[config.mk]
export PLATFORM = sky130hd
export DESIGN_NAME = templatized_alu_issue_ctrl
export DESIGN_NICKNAME = d
export VERILOG_FILES = /design/src/rtl/templatized_alu_pkg.sv /design/src/rtl/templatized_alu_issue_ctrl.sv
export SDC_FILE = /design/constraint.sdc
export NUM_CORES = 1
export LEC_CHECK = 0
export BUFFER_PORTS_ARGS = -buffer_cell sky130_fd_sc_hd__buf_2
export CORE_AREA = 2 2 113 198
export DETAILED_ROUTE_END_ITERATION = 8
export DIE_AREA = 0 0 115 200
export GPL_TIMING_DRIVEN = 0
export HOLD_SLACK_MARGIN = 0.08
export MAX_ROUTING_LAYER = met4
export PLACE_DENSITY_LB_ADDON = 0.08
export SETUP_SLACK_MARGIN = 0.1
export SYNTH_ARGS = -nofsm -noshare
export SYNTH_HDL_FRONTEND = slang
export SYNTH_SLANG_ARGS = --single-unit
export TNS_END_PERCENT = 30
[constraint.sdc]
create_clock -name clk -period 4.35 [get_ports clk]
set_input_delay 0.435 -clock clk [delete_from_list [all_inputs] [get_ports clk]]
set_output_delay 0.435 -clock clk [all_outputs]
set_load 0.02 [all_outputs]
[src/rtl/templatized_alu_pkg.sv]
// Shared types for the ALU issue controller: op codes, unit one-hot select,
// FSM state encoding and op-to-unit decode helpers.
package templatized_alu_pkg;

    localparam int UNIT_CNT = 3;

    typedef enum logic [2:0] {
        OP_ADD = 3'b000,
        OP_SUB = 3'b001,
        OP_MUL = 3'b010,
        OP_AND = 3'b011,
        OP_OR  = 3'b100,
        OP_XOR = 3'b101,
        OP_SHL = 3'b110,
        OP_ILL = 3'b111
    } alu_op_e;

    // Bit 2 selects unit0, bit 0 selects unit2.
    typedef logic [UNIT_CNT-1:0] unit_sel_t;

    typedef enum logic [1:0] {
        ST_IDLE = 2'd0,
        ST_EXEC = 2'd1,
        ST_RESP = 2'd2
    } alu_state_e;

    function automatic unit_sel_t alu_op_to_en(input logic [2:0] op);
        unit_sel_t en;
        case (alu_op_e'(op))
            OP_ADD, OP_SUB:                 en = 3'b100;
            OP_MUL:                         en = 3'b010;
            OP_AND, OP_OR, OP_XOR, OP_SHL:  en = 3'b001;
            default:                        en = 3'b000;
        endcase
        return en;
    endfunction

    function automatic logic alu_op_legal(input logic [2:0] op);
        return alu_op_to_en(op) != '0;
    endfunction

endpackage

[src/rtl/templatized_alu_issue_ctrl.sv]
// Issues one op at a time to one of three ALU units, waits for its done (or a
// timeout) and returns the result on a valid/ready response channel.
module templatized_alu_issue_ctrl
    import templatized_alu_pkg::*;
#(
    parameter int DATA_W   = 32,
    parameter int TMO_W    = 8,
    parameter int MAX_WAIT = 200
) (
    input  logic                         clk,
    input  logic                         rst_n,
    input  logic                         req_valid_i,
    output logic                         req_ready_o,
    input  logic [2:0]                   req_op_i,
    input  logic [DATA_W-1:0]            req_a_i,
    input  logic [DATA_W-1:0]            req_b_i,
    output logic [UNIT_CNT-1:0]          unit_en_o,
    output logic [2:0]                   unit_op_o,
    output logic [DATA_W-1:0]            unit_a_o,
    output logic [DATA_W-1:0]            unit_b_o,
    input  logic [UNIT_CNT-1:0]          unit_done_i,
    input  logic [UNIT_CNT*DATA_W-1:0]   unit_result_i,
    output logic                         resp_valid_o,
    input  logic                         resp_ready_i,
    output logic [DATA_W-1:0]            resp_result_o,
    output logic                         resp_err_o,
    output logic                         busy_o
);

    localparam logic [TMO_W-1:0] MAX_WAIT_C = TMO_W'(MAX_WAIT);

    alu_state_e          state_q, state_d;
    logic [2:0]          op_q, op_d;
    logic [DATA_W-1:0]   a_q, a_d;
    logic [DATA_W-1:0]   b_q, b_d;
    unit_sel_t           en_q, en_d;
    logic [DATA_W-1:0]   result_q, result_d;
    logic                err_q, err_d;
    logic [TMO_W-1:0]    tmo_q, tmo_d;

    logic                sel_done;
    logic [DATA_W-1:0]   sel_result;
    logic [TMO_W-1:0]    tmo_inc;

    always_comb begin
        sel_result = '0;
        for (int k = 0; k < UNIT_CNT; k++) begin
            if (en_q[k]) sel_result = unit_result_i[k*DATA_W +: DATA_W];
        end
    end

    // Done bits of units that were not enabled are masked off here.
    assign sel_done = |(unit_done_i & en_q);
    assign tmo_inc  = tmo_q + TMO_W'(1);

    always_comb begin
        state_d  = state_q;
        op_d     = op_q;
        a_d      = a_q;
        b_d      = b_q;
        en_d     = en_q;
        result_d = result_q;
        err_d    = err_q;
        tmo_d    = tmo_q;
        case (state_q)
            ST_IDLE: begin
                if (req_valid_i) begin
                    op_d     = req_op_i;
                    a_d      = req_a_i;
                    b_d      = req_b_i;
                    en_d     = alu_op_to_en(req_op_i);
                    tmo_d    = '0;
                    result_d = '0;
                    if (alu_op_legal(req_op_i)) begin
                        err_d   = 1'b0;
                        state_d = ST_EXEC;
                    end else begin
                        err_d   = 1'b1;
                        state_d = ST_RESP;
                    end
                end
            end
            ST_EXEC: begin
                // Done takes priority over a timeout expiring in the same cycle.
                if (sel_done) begin
                    result_d = sel_result;
                    err_d    = 1'b0;
                    state_d  = ST_RESP;
                end else begin
                    tmo_d = tmo_inc;
                    if (tmo_inc == MAX_WAIT_C) begin
                        result_d = '0;
                        err_d    = 1'b1;
                        state_d  = ST_RESP;
                    end
                end
            end
            ST_RESP: begin
                if (resp_ready_i) state_d = ST_IDLE;
            end
            default: state_d = ST_IDLE;
        endcase
    end

    always_ff @(posedge clk or negedge rst_n) begin
        if (!rst_n) begin
            state_q  <= ST_IDLE;
            op_q     <= '0;
            a_q      <= '0;
            b_q      <= '0;
            en_q     <= '0;
            result_q <= '0;
            err_q    <= 1'b0;
            tmo_q    <= '0;
        end else begin
            state_q  <= state_d;
            op_q     <= op_d;
            a_q      <= a_d;
            b_q      <= b_d;
            en_q     <= en_d;
            result_q <= result_d;
            err_q    <= err_d;
            tmo_q    <= tmo_d;
        end
    end

    assign req_ready_o   = (state_q == ST_IDLE);
    assign resp_valid_o  = (state_q == ST_RESP);
    assign busy_o        = (state_q != ST_IDLE);
    assign unit_en_o     = (state_q == ST_EXEC) ? en_q : '0;
    assign unit_op_o     = op_q;
    assign unit_a_o      = a_q;
    assign unit_b_o      = b_q;
    assign resp_result_o = result_q;
    assign resp_err_o    = err_q;

endmodule

* After elaboration in Yosys (flattened, before gate mapping) *
Cells that the tools add are included.

word-level totals
  output and inout port bits = 106
  register bits = 113
  input bits = 170
  word-level logic and storage cells = 60

operators by class
  equal/unequal tests = 13
  add/subtract/negate cells = 1
  reduce and logical (&&, ||, !) cells = 12
  bitwise logic cells = 1
  muxes and demuxes = 25

operators by type and width
  kind                                                                    count
  32-bit two-way mux                                                      6
  32-bit one-hot mux with 2 select lines                                  1
  8-bit two-way mux                                                       2
  8-bit one-hot mux with 2 select lines                                   1
  2-bit two-way mux                                                       5
  3-bit equality test (second input constant)                             3
  3-bit two-way mux                                                       3
  3-bit one-hot mux with 3 select lines                                   1
  3-bit AND reduction                                                     3
  8-bit by 1-bit adder with 8-bit output (second input constant)          1
  8-bit equality test (second input constant)                             1
  3-bit by 2-bit equality test with 1-bit output (second input constant)  2
  2-bit one-hot mux with 3 select lines                                   1
  1-bit two-way mux                                                       4
  2-bit inequality test (second input constant)                           2
  2-bit nonzero test                                                      2
  4-bit OR reduction                                                      1
  3-bit AND                                                               1
  3-bit by 1-bit equality test with 1-bit output (second input constant)  1
  3-bit zero test                                                         1
  3-bit inequality test (second input constant)                           1
  3-bit nonzero test                                                      1
  3-bit OR reduction                                                      1
  2-bit by 1-bit equality test with 1-bit output (second input constant)  1
  6 further kinds                                                         6

* Logic depth before layout (Yosys ltp) *
Gate-level depths: netlist of the first run.

  depth after elaboration = 9
  gate-level depth with buffers = 8
  depth with buffers taken out = 5

* Least setup slack after synthesis of the first run *
Ideal clock, no wire load.

  kind = reg2reg
  start point = register state_q[0]
  end point = register a_q[12] (netlist: unit_a_o[12])
  setup slack = 2.493 ns
  library setup time = 0.065 ns
  required time = 4.285 ns
  clock period less this slack = 1.857 ns
  buffers on the path = 3
  cell stages (with the launch flop) = 8
  arrival time = 1.792 ns
  cells stage by stage = dfrtp_1 -> nor2_1 -> and2_1 -> clkbuf_1 -> buf_2 -> buf_1 -> nand2_1 -> nand2_1

between the ends
  cells in the longest elaborated chain, start to end = 2

ends and longest elaborated chain
  element                               RTL line                           source
  start, declared                       templatized_alu_issue_ctrl.sv:32   alu_state_e state_q, state_d;
  start signal, assigned                templatized_alu_issue_ctrl.sv:116  state_q <= state_d;
  2-bit zero test                       --
  net req_ready_o                       templatized_alu_issue_ctrl.sv:13   output logic req_ready_o,
  2-bit AND reduction (no source line)  --
  end signal, assigned                  templatized_alu_issue_ctrl.sv:109  a_q <= '0;
  end signal, assigned                  templatized_alu_issue_ctrl.sv:118  a_q <= a_d;
  end, declared                         templatized_alu_issue_ctrl.sv:34   logic [DATA_W-1:0] a_q, a_d;

The timed path passes the listed nets, and every way through them passes these cells.
A chain may end at the register's enable or synchronous reset.

* Worst setup path in the final report of the first run *
  start point = register en_q[1]
  end point = register result_q[16] (netlist: resp_result_o[16])

between the ends
  cells in the longest elaborated chain, start to end = 4
  elaborated cells on any way between the ends = 8
  those cells by class = 1 x eq/ne; 4 x mux; 1 x bitwise; 2 x reduce/logical

ends and longest elaborated chain
  element                                                                                                RTL line                                                            source
  start, declared                                                                                        templatized_alu_issue_ctrl.sv:36                                    unit_sel_t en_q, en_d;
  start signal, assigned                                                                                 templatized_alu_issue_ctrl.sv:120                                   en_q <= en_d;
  3-bit AND / 32-bit two-way mux (equally long branches)                                                 templatized_alu_issue_ctrl.sv:53, templatized_alu_issue_ctrl.sv:48
  3-bit OR reduction / 32-bit two-way mux (equally long branches)                                        templatized_alu_issue_ctrl.sv:53, templatized_alu_issue_ctrl.sv:48
  3-bit inequality test (no source line) / 32-bit two-way mux (equally long branches)                    --
  3-bit AND reduction (no source line) / 32-bit one-hot mux with 2 select lines (equally long branches)  --
  end signal, assigned                                                                                   templatized_alu_issue_ctrl.sv:121                                   result_q <= result_d;
  end, declared                                                                                          templatized_alu_issue_ctrl.sv:37                                    logic [DATA_W-1:0] result_q, result_d;

Several ways; a longest one is shown, not always the timed one.

==> summary.txt, run 1 <==
Power and ir drop
  • Total Power: about 5.9 mW
  • Psw: roughly 2.5 mW
  • Combinational fraction of design power: between 40% and 50%
  • Maximum VDD drop: between 0.0003 and 0.0004 V
  • Pwr Density: a little under 800 nW/um^2
  • Internal: around 3.4 mW
  • Clk pwr share: about a quarter
  • Switching Fraction: 42.19%
  • Sequential power share: 29.6%
  • LEAKAGE: slightly above 4 nW

STA
  • Fmax: approximately 440 MHz
  • Slew Viols, Final: 0
  • Post-layout min period: 2267 ps
  • Worst-margin pin slew: roughly 830 ps
  • Final worst-path cycle share: 52.11%
  • Final setup vio count: 0
  • Setup Skew: slightly below 6 ps
  • RSZ-0062 raised after global routing: false
  • Setup TNS: 0 ps
  • Slew margin rel.: between 40% and 50%
  • Hold Violations, Final: 0
  • Setup WS post-layout: 2083 ps

Yosys
  • Most common cell in the netlist: nand2_1
  • Warnings from Yosys: 0
  • Synth cell count leaders: nand2_1, dfrtp_1, o21ai_0
  • Synth top area share: a little under three fifths
  • Asr flop ratio synth: 100.0%
  • Yosys top cell by area: dfrtp_1
  • Largest cells by area after synthesis: dfrtp_1, nand2_1, a22o_1
  • Post-Syn Nets: roughly 730
  • Cell area after synthesis: 5066 sq um
  • Register area share after synthesis: a little under three fifths
  • Synth Area per Inst: approximately 9 sq um
  • Post-synthesis instance total: 562
  • Number of synthesized flops with an enable pin: 0
  • Synth cell types: 36
  • Main synth FF type: dfrtp_1
  • Yosys reg bits: 113

Placement
  • RD Place Congestion: between 0.7 and 0.8
  • Post-DP HPWL: between 10000 and 15000 um
  • Port bufs: roughly 280
  • Pre-CTS setup slack: just under 2000 ps

Layout
  • Fillers: roughly 2300
  • Area of the multi-input gates: slightly above 2000 sq um
  • Nets@finish: between 1000 and 1500
  • Layout area overhead: 46.78%
  • Share of layout cells above drive strength 1: between 30% and 40%
  • Reg area: 2828 sq um

Clock network
  • TritonCTS Buffers: 17
  • Clock transition at path regs: roughly 60 ps
  • Root Driver: clkbuf_16
  • Resize count post-CTS: 0
  • H-tree levels: 4
  • CTS tree: yes
  • Clock latency at the later pin of the worst-skew pair: 420 ps
  • Clk sink count: roughly 110
  • CTS Buffer Depth: 2

Floorplan
  • Die ar.: about 23000 sq um
  • Die Span Y: approximately 200 um
  • Initial core utilization: between 20% and 30%
  • Die X: ~120 um
  • Cell Rows: a little over 70
  • IO Pins: about 280
  • Core Region: approximately 21000 sq um

GRT
  • GRT busiest layer: met2
  • GR Util met1: roughly 18%
  • Largest net degree at the start of global routing: between 60 and 70
  • Vias in the first global route: 5131
  • Initial antenna violation count: 1
  • Overflow after GRT: 0
  • All-Layer GR Usage: between 10% and 20%
  • Met3 Track Usage GR: roughly 4.8%
  • M2 GR Usage: just under 30%
  • First-pass GRT wire length: approximately 28000 um

Setup path
  • CP max stage cell: a222oi_1
  • CP max stage delay: 750 ps
  • Worst EP required: 4700 ps
  • Cell Chain, Critical Path: buf_6 -> a222oi_1 -> and2_1 -> buf_6 -> o21ai_2 -> nand3_4 -> buf_8 -> a22o_1
  • Crit. End Element: flop
  • Crit path max fanout: 10
  • Crit Path Category: flop to flop
  • Worst path most repeated cell: buf_6
  • Setup crit start kind: flop
  • CP arrival: between 2000 and 3000 ps

Route
  • First-pass DRT Iterations: 4
  • Initial DRC Count: 264
  • Final ANT Viol Nets: 0
  • DRC: 0
  • Routed Wire Length: 18310 um
  • Via count: approximately 5000
  • DR WL/cell: ~16 um
  • Vias per inst: ~4.4

Outcome
  • Status: finished clean

Run
  • Max-cap viol count: 0

Hold path
  • Min-Delay Path Class: input port to flop
final timing paths:
kind / startpoint / to / slack [ps] / cells after the start
worst max-delay path: en_q[1]$_DFFE_PN0P_ / resp_result_o[16]$_DFFE_PN0P_ / 2080 / 8
min in group asynchronous: rst_n / resp_result_o[9]$_DFFE_PN0P_ / 530 / 2
max in group asynchronous: rst_n / unit_a_o[6]$_DFFE_PN0P_ / 3100 / 3
worst min-delay path: req_a_i[13] / unit_a_o[13]$_DFFE_PN0P_ / 200 / 3
worst min register to register: unit_b_o[5]$_DFFE_PN0P_ / unit_b_o[5]$_DFFE_PN0P_ / 460 / 2
worst max register to register: en_q[1]$_DFFE_PN0P_ / resp_result_o[16]$_DFFE_PN0P_ / 2080 / 8
kinds of logic (layout without fill, tap and decap cells):
logic type / count (synthesis) / in the layout / share of synthesized area, %
AND/OR/NAND/NOR: 281 / 281 / 22.45
XOR/XNOR: 3 / 3 / 0.5187
flip-flops: 113 / 113 / 55.82
other: 0 / 1 / 0
buffers and inverters: 41 / 349 / 4.026
adder cells (fa/ha/maj): 1 / 1 / 0.2469
multiplexers: 1 / 1 / 0.1976
AO/OA/AOI/OAI: 122 / 122 / 16.75
sequential cells by signal, summed over array words and instances, names as in the netlist:
register	flops
state_q	2
unit_op_o	3
tmo_q	8
resp_result_o	32
unit_b_o	32
unit_a_o	32
resp_err_o	1
en_q	3
stage by stage:
| stage | hold slack, ps | cell area, sq um | utilization, % | std cells |
|---|---|---|---|---|
| 2_1_floorplan | 139.4 | 5066 | - | 562 |
| 3_3_place_gp | 453.2 | 6761 | 31.71 | 1092 |
| 3_5_place_dp | 420.0 | 6795 | 31.87 | 1093 |
| 4_1_cts | 174.6 | 7433 | 34.87 | 1125 |
| 5_1_grt | 187.0 | 7436 | 34.88 | 1126 |
| 6_report | 199.8 | 7436 | 34.88 | 1126 |
area by class of cell:
| type | count | area share (%) |
|---|---|---|
| Sequential cell | 113 | 38.03 |
| Multi-Input combinational cell | 408 | 27.36 |
| Timing Repair Buffer | 277 | 19.10 |
| Clock buffer | 21 | 6.327 |
| Tap cell | 255 | 4.291 |
| Buffer | 38 | 2.591 |
| Clock inverter | 10 | 2.120 |
| Inverter | 3 | 0.1514 |
| Antenna cell | 1 | 0.03365 |
power groups by stage:
| stage | Clock (mW) | Combinational, mW | Sequential [mW] |
|---|---|---|---|
| CTS | 1.55 | 2.73 | 1.75 |
| detailed placement | 0 | 2.73 | 1.76 |
| global placement | 0 | 2.72 | 1.76 |
| global route | 1.60 | 2.96 | 1.82 |
| floorplan | 0 | 1.17 | 2.27 |
| finish | 1.50 | 2.65 | 1.75 |
timing repair:
action	in CTS	in global routing
buffers inserted	0	0
hold endpoints to repair	47	0
hold buffers	1	0
metal layers:
metal / share of wire, % / vias up
met3: 6.5 / 16
li1: - / 2474
met5: 0 / -
met2: 53 / 184
met4: 1.5 / 0
met1: 39 / 2289
critical path: cells and delay by family (launching register included):
kind                   cells  cell delay (ps)
AO/OA/AOI/OAI              3              990
buffers and inverters      3              430
AND/OR/NAND/NOR            2              400
flip-flops                 1              370
cells in the final DEF (no fill, tap or decap), types with 2 or more instances in the layout:
| master | Yosys | routed |
|---|---|---|
| a21oi_1 | 3 | 3 |
| a22o_1 | 33 | 33 |
| a22oi_1 | 32 | 32 |
| and2_1 | 5 | 5 |
| and3_1 | 3 | 3 |
| buf_1 | 2 | 2 |
| buf_2 | 1 | 275 |
| buf_6 | 2 | 3 |
| buf_8 | 3 | 3 |
| bufinv_16 | 0 | 4 |
| clkbuf_1 | 30 | 31 |
| clkbuf_16 | 0 | 17 |
| clkbuf_8 | 0 | 3 |
| clkinv_2 | 0 | 3 |
| clkinvlp_4 | 0 | 3 |
| dfrtp_1 | 113 | 113 |
| inv_1 | 3 | 3 |
| nand2_1 | 244 | 244 |
| nand3_1 | 7 | 7 |
| nand3_4 | 2 | 2 |
| nor2_1 | 13 | 13 |
| nor2b_1 | 4 | 4 |
| o21ai_0 | 42 | 42 |
| o21ai_1 | 2 | 2 |
| xor2_1 | 2 | 2 |
(Power assumes the default switching activity.)
==> run 2, diff against run 1 <==
==> constraint.sdc (replaced) <==
create_clock -name clk -period 2.3 [get_ports clk]
set_input_delay 0.23 -clock clk [delete_from_list [all_inputs] [get_ports clk]]
set_output_delay 0.23 -clock clk [all_outputs]
set_load 0.02 [all_outputs]
==> run 2 against run 1 <==
Net effect:
- via count grew 5.4%
- final area rose by 9.3%
- worst setup slack worse by 1800 ps
- global-route usage increased by 0.38 points
- non-clock buffer count rose by 69
- core utilization up 3.2 points
- sequential cell count unchanged
- routed wire length increased by 2.2%
- sequential share of layout area down 3.2 points
- clock power rose by 89%
==> summary.txt, run 2 (same netlist as run 1, synthesis figures left out) <==
Clock network
  • Clock transition at path regs: 60 ps
  • Root Driver: clkbuf_16
  • TritonCTS Buffers: 17
  • CTS tree: yes
  • Clk sink count: between 100 and 150
  • CTS Buffer Depth: 2
  • Clock latency at the later pin of the worst-skew pair: around 420 ps
  • H-tree levels: 4

Layout
  • Nets@finish: between 1000 and 1500
  • Layout area overhead: 60.36%
  • Commonest non-fill, non-tap cell in the layout: buf_2
  • Fin cells: 1194
  • Share of layout cells above drive strength 1: between 30% and 40%
  • # diodes: 0
  • Commonest non-fill, non-tap cells in the layout: buf_2, nand2_1, dfrtp_1, dlygate4sd3_1, o21ai_0
  • Design Area, Final: 8124 sq um
  • Final Core Density: 38.10%

Setup path
  • Reg2reg path depth: 6
  • Crit path max fanout: 10
  • Crit Path Category: flop to output port
  • Crit. End Element: output port
  • Flop2flop setup slack: between 300 and 400 ps
  • Origin of the critical flop-to-flop path: tmo_q[2]$_DFFE_PN0P_
  • Setup crit start kind: flop
  • Worst EP required: between 2000 and 2500 ps
  • CP Launch Point: en_q[1]$_DFFE_PN0P_
  • CP arrival: about 1800 ps
  • RR Endpoint: resp_result_o[16]$_DFFE_PN0P_

Outcome
  • Status: finished clean

GRT
  • Vias in the first global route: 5484
  • Overflow after GRT: 0
  • All-Layer GR Usage: 17.02%
  • First-pass GRT wire length: just under 30000 um
  • Largest net degree at the start of global routing: 67
  • Initial antenna violation count: 0

Power and ir drop
  • Psw: roughly 4.8 mW
  • Maximum VDD drop: around 0.00061 V
  • Switching Fraction: a little over two fifths
  • Internal: approximately 6.6 mW
  • LEAKAGE: between 4 and 5 nW
  • Pwr Density: ~1400 nW/um^2
  • Clk pwr share: roughly 25%
  • Sequential power share: approximately 30%
  • Combinational fraction of design power: ~46%

STA
  • RSZ-0062 raised after global routing: false
  • Post-layout min period: ~2000 ps
  • Slew Viols, Final: 0
  • Worst-margin pin slew: about 630 ps
  • Final worst-path cycle share: 87.13%
  • Final hold slack: roughly 110 ps
  • Hold Violations, Final: 0
  • Slew margin rel.: between 50% and 60%
  • Fmax: 499.0 MHz
  • Setup TNS: 0 ps
  • Final setup vio count: 0
  • Setup Skew: roughly 8.6 ps

Hold path
  • WHS Path Cells: 3
  • Min-Delay Path Class: input port to flop
  • Worst min-delay path startpoint: resp_ready_i
  • Worst Hold End: state_q[1]$_DFFE_PN0P_

Route
  • Initial DRC Count: between 200 and 250
  • First-pass DRT Iterations: 4
  • Via count: between 5000 and 6000
  • DR WL/cell: between 15 and 20 um
  • Routed Wire Length: roughly 19000 um
  • Vias per inst: between 4 and 5
  • DRC: 0
  • Final ANT Viol Nets: 0

Placement
  • Port bufs: approximately 280
  • Post-DP HPWL: between 10000 and 15000 um
  • Placed cells: ~1100
  • Placed cell area: 6795 sq um
  • RD Place Congestion: between 0.7 and 0.8

Run
  • Max-cap viol count: 0

Floorplan
  • Core Region: about 21000 sq um
  • Initial core utilization: about a quarter
  • Die X: ~120 um
  • IO Pins: 276
  • Die ar.: around 23000 sq um
  • Cell Rows: ~70
  • Die Span Y: 200 um
[run 2: power by group through the flow]
stage	Combinational [mW]	Sequential (mW)	Clock (mW)
final	5.15	3.31	2.84
after global routing	5.73	3.44	3.03
after detailed placement	5.16	3.32	0
after floorplan	2.21	4.29	0
after global placement	5.15	3.32	0
after CTS	5.27	3.32	2.93
[run 2: what timing repair did]
item                       in CTS  in global routing
resized for setup               1                  2
setup buffers                   2                  0
hold buffers                   68                  0
hold endpoints to repair      115                  0
setup endpoints to repair      51                 20
pin swaps                       1                  0
[run 2: final cells by class]
cell class | count | area [sq um]
tap | 255 | 319.1
inverter | 3 | 11.26
clock inverter | 10 | 157.7
timing repair buffer | 346 | 2106
buffer | 38 | 195.2
multi-input combinational | 408 | 2037
sequential | 113 | 2828
fill | 2238 | 13200
clock buffer | 21 | 470.5
[run 2: worst max-delay path by stage]
stage | end | slack (ps) | cells after the start
detailed placement | resp_result_o[16]$_DFFE_PN0P_ | -7 | 5
global placement | unit_a_o[3]$_DFFE_PN0P_ | -690 | 1
floorplan | unit_a_o[12]$_DFFE_PN0P_ | 440 | 7
CTS | unit_a_o[18]$_DFFE_PN0P_ | 40 | 7
global route | unit_b_o[5]$_DFFE_PN0P_ | 120 | 6
finish | unit_en_o[1] | 300 | 4
[run 2: layer usage]
layer | vias up | GRT usage (%) | wire, um
met5 | - | - | 0
met4 | 0 | 6.024 | 289
met3 | 20 | 4.469 | 1084
met2 | 184 | 30.57 | 10050
met1 | 2416 | 17.78 | 7287
li1 | 2612 | - | -
[run 2: per-stage QoR]
stage | worst slack [ps] | power [mW]
floorplan | 442.5 | 6.500
global placement | -685.4 | 8.475
detailed placement | -7.449 | 8.479
CTS | 40.63 | 11.52
global route | 117.0 | 12.20
finish | 296.0 | 11.30
[run 2: worst max-delay path: stages (launching register included)]
cell and delay (ps):
dfrtp_1 340, buf_6 140, clkbuf_1 500, and2_1 210, buf_2 170
==> run 3, diff against run 2 <==
--- a/config.mk
+++ b/config.mk
@@ -6,6 +6,7 @@
 export NUM_CORES = 1
 export LEC_CHECK = 0
 export BUFFER_PORTS_ARGS = -buffer_cell sky130_fd_sc_hd__buf_2
+export CAP_MARGIN = 10
 export CORE_AREA = 2 2 113 198
 export DETAILED_ROUTE_END_ITERATION = 8
 export DIE_AREA = 0 0 115 200
==> constraint.sdc (replaced) <==
create_clock -name clk -period 2.3 [get_ports clk]
set_input_delay 0 -clock clk [delete_from_list [all_inputs] [get_ports clk]]
set_output_delay 0 -clock clk [all_outputs]
set_load 0.02 [all_outputs]
==> run 3 against run 2 <==
Net effect:
- worst setup slack better by 16 ps
- core utilization up 4.4 points
- via count up 8.0%
- die area unchanged
- register-to-register slack about the same
- critical path depth up 3
- clock-buffer cell count unchanged
- final area up 11%
- clock power about the same
- first-iteration DRC count up 26%
- sequential share of layout area down 3.6 points
- critical path type is now flop to flop
- critical endpoint is now resp_result_o[15]$_DFFE_PN0P_
- largest power group unchanged
- highest routed layer unchanged
==> summary.txt, run 3 (same netlist as run 1, synthesis figures left out) <==
GRT
  • First-pass GRT wire length: between 30000 and 40000 um
  • All-Layer GR Usage: 17.86%
  • Largest net degree at the start of global routing: 67
  • Initial antenna violation count: 0
  • Overflow after GRT: 0
  • Vias in the first global route: about 6000

STA
  • Final setup vio count: 0
  • Hold Violations, Final: 0
  • Post-layout min period: about 2000 ps
  • Slew Viols, Final: 0
  • Worst-margin pin slew: 662.3 ps
  • Setup WS post-layout: approximately 310 ps
  • Fmax: a little over 500 MHz
  • Slew margin rel.: a little under three fifths
  • Setup Skew: around 8 ps
  • RSZ-0062 raised after global routing: false
  • Final worst-path cycle share: just under 90%

Layout
  • Fin cells: ~1300
  • Final Core Density: 42.47%
  • Share of layout cells above drive strength 1: a little under a third
  • Nets@finish: 1191
  • Commonest non-fill, non-tap cell in the layout: buf_2
  • Layout area overhead: 78.74%
  • # diodes: 0
  • Design Area, Final: 9055 sq um
  • Commonest non-fill, non-tap cells in the layout: buf_2, nand2_1, dlygate4sd3_1, dfrtp_1, o21ai_0

Route
  • DRC: 0
  • DR WL/cell: approximately 15 um
  • Initial DRC Count: roughly 280
  • Vias per inst: roughly 4.4
  • Routed Wire Length: slightly below 20000 um
  • First-pass DRT Iterations: 4
  • Final ANT Viol Nets: 0
  • Via count: 5653

Placement
  • RD Place Congestion: 0.7372
  • Pre-CTS setup slack: -7.449 ps
  • Placed cells: between 1000 and 1500
  • Port bufs: 275
  • Placed cell area: about 6800 sq um
  • Post-DP HPWL: around 14000 um

Floorplan
  • Die X: 115 um
  • IO Pins: approximately 280
  • Core Region: between 20000 and 25000 sq um
  • Die Span Y: ~200 um
  • Cell Rows: just over 70
  • Die ar.: between 20000 and 25000 sq um
  • Initial core utilization: about a quarter

Clock network
  • CTS tree: yes
  • Root Driver: clkbuf_16
  • Clk sink count: ~110
  • Clock transition at path regs: ~60 ps
  • TritonCTS Buffers: 17
  • CTS Buffer Depth: 2
  • Clock latency at the later pin of the worst-skew pair: around 420 ps
  • H-tree levels: 4

Run
  • Max-cap viol count: 0

Hold path
  • Min-Delay Path Class: input port to async pin

Setup path
  • Origin of the critical flop-to-flop path: en_q[1]$_DFFE_PN0P_
  • CP arrival: around 2300 ps
  • Crit. End Element: flop
  • Setup crit start kind: flop
  • Worst EP required: roughly 2700 ps
  • Crit path max fanout: 10
  • CP Launch Point: en_q[1]$_DFFE_PN0P_
  • Crit Path Category: flop to flop

Power and ir drop
  • LEAKAGE: ~4.7 nW
  • Maximum VDD drop: ~0.00061 V
  • Pwr Density: between 1000 and 1500 nW/um^2

Outcome
  • Status: finished clean
## run 3: cell count changes in the layout (fill, tap and decap cells not counted)
cell and delta:
dlygate4sd3_1 +93
## run 3: final cells by class
class / instances / area [sq um]
Buffer: 38 / 195.2
Clock buffer: 21 / 470.5
Multi-Input combinational cell: 408 / 2037
Timing Repair Buffer: 439 / 3037
Fill cell: 2134 / 12270
Tap cell: 255 / 319.1
Sequential cell: 113 / 2828
Inverter: 3 / 11.26
Clock inverter: 10 / 157.7
## run 3: final timing paths
kind / endpoint / slack, ps / depth (start not counted)
max: resp_result_o[15]$_DFFE_PN0P_ / 310 / 7
min in group clk: resp_result_o[23]$_DFFE_PN0P_ / 130 / 4
min: resp_result_o[9]$_DFFE_PN0P_ / 90 / 2
max in group asynchronous: unit_a_o[2]$_DFFE_PN0P_ / 1490 / 3
min reg2reg: unit_b_o[5]$_DFFE_PN0P_ / 460 / 2
max reg2reg: resp_result_o[15]$_DFFE_PN0P_ / 310 / 7
## run 3: stage by stage
step	TNS (ps)	hold slack, ps	total power [mW]
floorplan	0	-295.6	6.500
global placement	-49810	189.7	8.475
detailed placement	-20.85	-14.96	8.479
CTS	0	94.38	11.67
global route	0	92.35	12.37
finish	0	90.33	11.48
## run 3: critical path, cell delays in order (launching register included)
cell and delay, ps:
dfrtp_1 370, buf_6 140, nor2b_1 100, clkbuf_1 220, clkbuf_1 450, a22oi_1 120
o21ai_0 330, a22o_1 180
## run 3: layer usage
metal | GRT usage [%] | vias to the layer above | share of wire, %
met5 | - | - | 0
met4 | 6.961 | 0 | 2.2
met3 | 4.469 | 24 | 5.2
met2 | 32.61 | 204 | 54
met1 | 18.06 | 2627 | 39
li1 | - | 2798 | -
## run 3: power by group
part	leakage (nW)	switching [mW]	total [mW]	internal, mW
clock network	0.301	0.959	2.84	1.89
registers	1.45	0.465	3.31	2.85
logic	2.98	3.39	5.33	1.94
total	4.74	4.81	11.5	6.68
## run 3: what timing repair did
action                                  4_1_cts  5_1_grt
resized for setup                             1        2
pin swaps                                     1        0
hold buffers                                161        0
endpoints found under the setup margin       51       20
buffers inserted                              2        0
hold endpoints to repair                    217        0
